$ cat src/rtl/mp_seq_adder.sv
`default_nettype none
// +--------------------------------------------------------------------------+
// | mp_seq_adder : multi-precision adder, CHUNK bits per cycle, with          |
// |                whole-word generate/propagate. Optional MP_ADDER_SUB_EN    |
// |                adds an iSub port for A - B (A + ~B + 1).                  |
// | Revision     : 1.0                                                       |
// +--------------------------------------------------------------------------+
module mp_seq_adder #(
  parameter int WIDTH = 256,
  parameter int CHUNK = 32
) (
  input  logic             iClk,
  input  logic             iRstn,
  input  logic             iValid,
  output logic             oReady,
  input  logic [WIDTH-1:0] iA,
  input  logic [WIDTH-1:0] iB,
  input  logic             iC,
`ifdef MP_ADDER_SUB_EN
  input  logic             iSub,
`endif
  output logic             oValid,
  input  logic             iReady,
  output logic [WIDTH-1:0] oSum,
  output logic             oC,
  output logic             oG,
  output logic             oP
);

  localparam int c_NCHUNK = WIDTH / CHUNK;
  localparam int c_CW     = (c_NCHUNK > 1) ? $clog2(c_NCHUNK) : 1;
  localparam logic [c_CW-1:0] c_LAST = c_CW'(c_NCHUNK - 1);

  typedef enum logic [1:0] {
    S_IDLE = 2'd0,
    S_RUN  = 2'd1,
    S_DONE = 2'd2
  } state_t;

  state_t            r_state;
  logic              r_ready;
  logic              r_valid;
  logic [WIDTH-1:0]  r_a;
  logic [WIDTH-1:0]  r_b;
  logic [WIDTH-1:0]  r_sum;
  logic [c_CW-1:0]   r_k;
  logic              r_cy;
  logic              r_gacc;
  logic              r_pacc;
  logic              r_c;
  logic              r_g;
  logic              r_p;

  logic [WIDTH-1:0]  w_b_in;
  logic              w_c_in;
  logic [CHUNK-1:0]  w_a_k;
  logic [CHUNK-1:0]  w_b_k;
  logic [CHUNK:0]    w_gs;
  logic [CHUNK:0]    w_cs;
  logic [CHUNK-1:0]  w_s;
  logic              w_g;
  logic              w_p;
  logic              w_co;
  logic              w_gacc_next;
  logic              w_pacc_next;
  logic [WIDTH-1:0]  w_acc_next;

`ifdef MP_ADDER_SUB_EN
  assign w_b_in = iSub ? ~iB : iB;
  assign w_c_in = iSub ? 1'b1 : iC;
`else
  assign w_b_in = iB;
  assign w_c_in = iC;
`endif

  // Operands shift right each RUN cycle, so the active chunk is always the low one.
  assign w_a_k = r_a[CHUNK-1:0];
  assign w_b_k = r_b[CHUNK-1:0];
  assign w_gs  = {1'b0, w_a_k} + {1'b0, w_b_k};
  assign w_cs  = {1'b0, w_gs[CHUNK-1:0]} + {{CHUNK{1'b0}}, r_cy};
  assign w_s   = w_cs[CHUNK-1:0];
  assign w_g   = w_gs[CHUNK];
  assign w_p   = &(w_a_k ^ w_b_k);
  // w_gs[CHUNK] and w_cs[CHUNK] are never both set, so OR forms the chunk carry.
  assign w_co  = w_g | w_cs[CHUNK];

  assign w_gacc_next = w_g | (w_p & r_gacc);
  assign w_pacc_next = w_p & r_pacc;

  generate
    if (c_NCHUNK == 1) begin : g_single
      assign w_acc_next = w_s;
    end else begin : g_multi
      // Partial sum enters from the top; after NCHUNK steps chunk 0 sits at the bottom.
      logic [WIDTH-CHUNK-1:0] r_acc;

      always_ff @(posedge iClk or negedge iRstn) begin
        if (!iRstn) begin
          r_acc <= '0;
        end else if (r_state == S_RUN) begin
          r_acc <= w_acc_next[WIDTH-1:CHUNK];
        end
      end

      assign w_acc_next = {w_s, r_acc};
    end
  endgenerate

  always_ff @(posedge iClk or negedge iRstn) begin
    if (!iRstn) begin
      r_state <= S_IDLE;
      r_ready <= 1'b1;
      r_valid <= 1'b0;
      r_a     <= '0;
      r_b     <= '0;
      r_k     <= '0;
      r_cy    <= 1'b0;
      r_gacc  <= 1'b0;
      r_pacc  <= 1'b1;
      r_sum   <= '0;
      r_c     <= 1'b0;
      r_g     <= 1'b0;
      r_p     <= 1'b0;
    end else begin
      case (r_state)
        S_IDLE: begin
          if (iValid) begin
            r_a     <= iA;
            r_b     <= w_b_in;
            r_cy    <= w_c_in;
            r_k     <= '0;
            r_gacc  <= 1'b0;
            r_pacc  <= 1'b1;
            r_ready <= 1'b0;
            r_state <= S_RUN;
          end
        end
        S_RUN: begin
          r_a    <= r_a >> CHUNK;
          r_b    <= r_b >> CHUNK;
          r_cy   <= w_co;
          r_gacc <= w_gacc_next;
          r_pacc <= w_pacc_next;
          r_k    <= r_k + c_CW'(1);
          if (r_k == c_LAST) begin
            r_sum   <= w_acc_next;
            r_c     <= w_co;
            r_g     <= w_gacc_next;
            r_p     <= w_pacc_next;
            r_valid <= 1'b1;
            r_state <= S_DONE;
          end
        end
        S_DONE: begin
          if (iReady) begin
            r_valid <= 1'b0;
            r_ready <= 1'b1;
            r_state <= S_IDLE;
          end
        end
        default: begin
          r_valid <= 1'b0;
          r_ready <= 1'b1;
          r_state <= S_IDLE;
        end
      endcase
    end
  end

  assign oReady = r_ready;
  assign oValid = r_valid;
  assign oSum   = r_sum;
  assign oC     = r_c;
  assign oG     = r_g;
  assign oP     = r_p;

endmodule
`default_nettype wire

$ cat config.mk
export PLATFORM = sky130hd
export DESIGN_NAME = mp_seq_adder
export DESIGN_NICKNAME = d
export VERILOG_FILES = /design/src/rtl/mp_seq_adder.sv
export SDC_FILE = /design/constraint.sdc
export NUM_CORES = 2
export LEC_CHECK = 0
export CAP_MARGIN = 10
export CORE_ASPECT_RATIO = 1.75
export CORE_MARGIN = 2
export CORE_UTILIZATION = 49
export DETAILED_ROUTE_END_ITERATION = 7
export PLACE_DENSITY_LB_ADDON = 0.08
export SYNTH_ARGS = -nofsm -noshare
export SYNTH_HDL_FRONTEND = slang
export SYNTH_SLANG_ARGS = --single-unit
$ cat constraint.sdc
create_clock -name iClk -period 4.3 [get_ports iClk]
set_clock_uncertainty 0.05 [all_clocks]
set_input_delay 0.86 -clock iClk [delete_from_list [all_inputs] [get_ports iClk]]
set_output_delay 0.86 -clock iClk [all_outputs]
set_load 0.03 [all_outputs]
==> results.md <==
- H-Tree Level Count: 3
- Share of cells above drive strength 1: under 10%
- P&R area growth vs syn: 26.9%
- # DRC: 0
- Routed wire length per instance: 24.3 um
- Gr busiest metal: met2
- Vias per inst: 5.83
- Total CTS buffers: 94
- Main area contributors after synthesis: dfrtp_1 55%, a22oi_1 7.3%, nor2b_1 6.2%, o21ai_0 5.8%, mux2_2 5.5%
- Lkg Pwr: 25.5 nW
- Maximum VDD drop: roughly 0.48 mV
- Commonest non-fill, non-tap cells in the layout: 1001 x dfrtp_1, 775 x clkdlybuf4s50_1, 674 x nand2_1
- Met3 Use GR: 9.36%
- Largest net degree at the start of global routing: about 210
- Fin crit share: 94.8%
- Final nets: 5738
- Relative slew slack: between 10% and 20%
- Synth Flop Type: dfrtp_1
- #FFs+latches synth: 1005
- DR vias: 37900
- CTS Buffer Depth: 3
- GP Congestion: 0.935
- CTS clk-pin slew, worst paths: around 0.060 ns
- CTS sink count: 1005
- Final WS setup: 0.223 ns
- Syn Area/Cell: 10.1 um^2
- Setup Total Neg Slack: 0 ns
- Met2 Use GR: 51.6%
- Vias in the first global route: 37700
- Global-route wire length before repair: 240000 um
- Power density cells: just over 700 nW/um^2
- Critical Path RT: roughly 4.9 ns
- Sequential share of the synthesized area: 54.7%
- Slew of the pin with the lowest slew margin: 1.24 ns
- Mapped Area: 46000 um^2
- Synthesis Warnings: 0
- CORE AREA: 93000 um^2
- DP HPWL: roughly 110000 um
- Hold Violations, Final: 0
- CP Capture Type: register
- Final min period: 4.08 ns
- Worst r2r src: r_a[0]
- CP arrival: roughly 4.7 ns
- DIE WIDTH: 236 um
- Final slew viol count: 0
- Placed inst area: 55000 um^2
- Non-filler instance count after layout: 6499
- GR Overflow Total: 0
- Synth top area share: roughly 55%
- Routed Antenna Nets: 0
- CP Class: register to register
- Row count: approximately 150
- DRC marker count from the first detailed-route iteration: 3274
- Final worst hold slack: ~0.16 ns
- Final Cell Area: ~58000 um^2
- Die area: 96400 um^2
- MaxCap Viol Count: 0
- Initial antenna violation count: 92
- Starting Density: 49.4%
- Unique cell type count in the Yosys netlist: 75
- Fraction of registers with async set or reset after synthesis: 100%
- Drt first pass iters: 6
- Hold Path Class: input port to asynchronous set/reset pin
- Clk_lat worst skew: between 0.6 and 0.7 ns
- Crit. Startpoint: r_a[0]
- Syn Nets: 5121
- Status: complete, no violations
- Wirelength, routed: ~160000 um
- TritonCTS clock tree: yes
- CP startpoint kind: register
- Met1 GRT Util: 39.9%
- Cell taking the most area after synthesis: dfrtp_1
- DP Worst Slack: 0.132 ns
- Final setup vio count: 0
- Fmax: between 200 and 250 MHz
- CP max FO: 8
- EDFF count, synth: 0
- Port buffer count: 777
- Die height: 409 um
- GRT Total Usage: 32.5%
- Cells after synthesis: 4567
- Most common cell after layout, fill and taps aside: dfrtp_1
- Hold Buf Count CTS: 0
- Fillers: 7649
- Root buffer cell: clkbuf_16
- Post-Place Cells: around 6300
- Post-CTS setup buffers: 0
- R2R cell count: 13
- Top Ports: 778
==> final timing paths <==
check,slack [ns],endpoint
min,0.16,oSum[103]
max reg2reg,0.22,oC
max in group asynchronous,2.86,r_b[104]
min in group iClk,0.42,g_multi.r_acc[29]
min reg2reg,0.42,g_multi.r_acc[29]
max,0.22,oC
==> sequential cells by signal, summed over array words and instances, names as in the netlist, 2 cells and up <==
name	count
r_a	256
oSum	256
r_state	2
r_k	3
r_b	256
g_multi.r_acc	224
==> what timing repair did <==
item | in CTS | in global routing
setup endpoints to repair | 0 | 4
resized for setup | 0 | 5
hold endpoints to repair | 0 | 0
==> critical path, cell delays in order (launching register included) <==
cell and delay [ns]:
dfrtp_1 0.39, ha_1 0.24, fa_1 0.45, a21o_1 0.20, a221o_1 0.40, a2111oi_1 0.48
nor2_1 0.19, nor2_1 0.16, xnor2_1 0.18, nor4_4 0.31, buf_4 0.20, nand2_1 0.09
o41ai_1 0.49, mux2_1 0.20
==> cell type report <==
class	instances	area, um^2	share of cell area [%]
inverters	3	11.3	0.0193
clock buffers	127	2650	4.54
flip-flops and latches	1005	25200	43.1
well taps	1200	1500	2.57
repair buffers	883	8880	15.2
multi-input cells	3197	19500	33.4
diodes	38	95.1	0.163
clock inverters	46	546	0.935
==> where the power goes <==
part / switching, mW / internal [mW] / leakage [nW]
combinational: 9.76 / 6.72 / 10.8
sequential: 3.10 / 13.1 / 13.2
clock: 3.80 / 4.90 / 1.58
total: 16.7 / 24.7 / 25.5
==> cells in the mapped netlist (all sizes together) (10+ instances only) <==
library cell  instances
a21o                 12
ha                   36
xor2                 26
a22oi               449
xnor2                24
nor3                 12
o21a                 10
clkbuf              342
nand2               676
buf                  20
dfrtp              1003
nand4                11
a21oi               485
nor2                 40
and3                 10
nand3                20
nor2b               456
a22o                 67
o21ai               536
mux2                227
==> routing by layer <==
| metal | wire length, um | part of all wire, % | vias to the layer above |
|---|---|---|---|
| li1 | - | - | 17500 |
| met1 | 61400 | 39 | 18800 |
| met2 | 75500 | 48 | 1200 |
| met3 | 11800 | 7.5 | 302 |
| met4 | 8810 | 5.6 | 102 |
| met5 | 681 | 0.43 | - |
==> cells by family after synthesis <==
| logic type | synth area share [%] |
|---|---|
| AO/OA/AOI/OAI | 21.2 |
| XOR/XNOR | 0.953 |
| adder cells (fa/ha/maj) | 1.02 |
| buffers and inverters | 3.03 |
| flip-flops | 54.7 |
| multiplexers | 5.58 |
| AND/OR/NAND/NOR | 13.5 |
==> per-stage QoR <==
| stage | power (mW) | utilization [%] |
|---|---|---|
| global route | 43.8 | 62.7 |
| floorplan | 25.7 | - |
| CTS | 41.5 | 62.6 |
| detailed placement | 32.8 | 59.2 |
| global placement | 32.3 | 59.2 |
| finish | 41.4 | 62.8 |
Note: power is estimated with default switching activity, not from simulation.
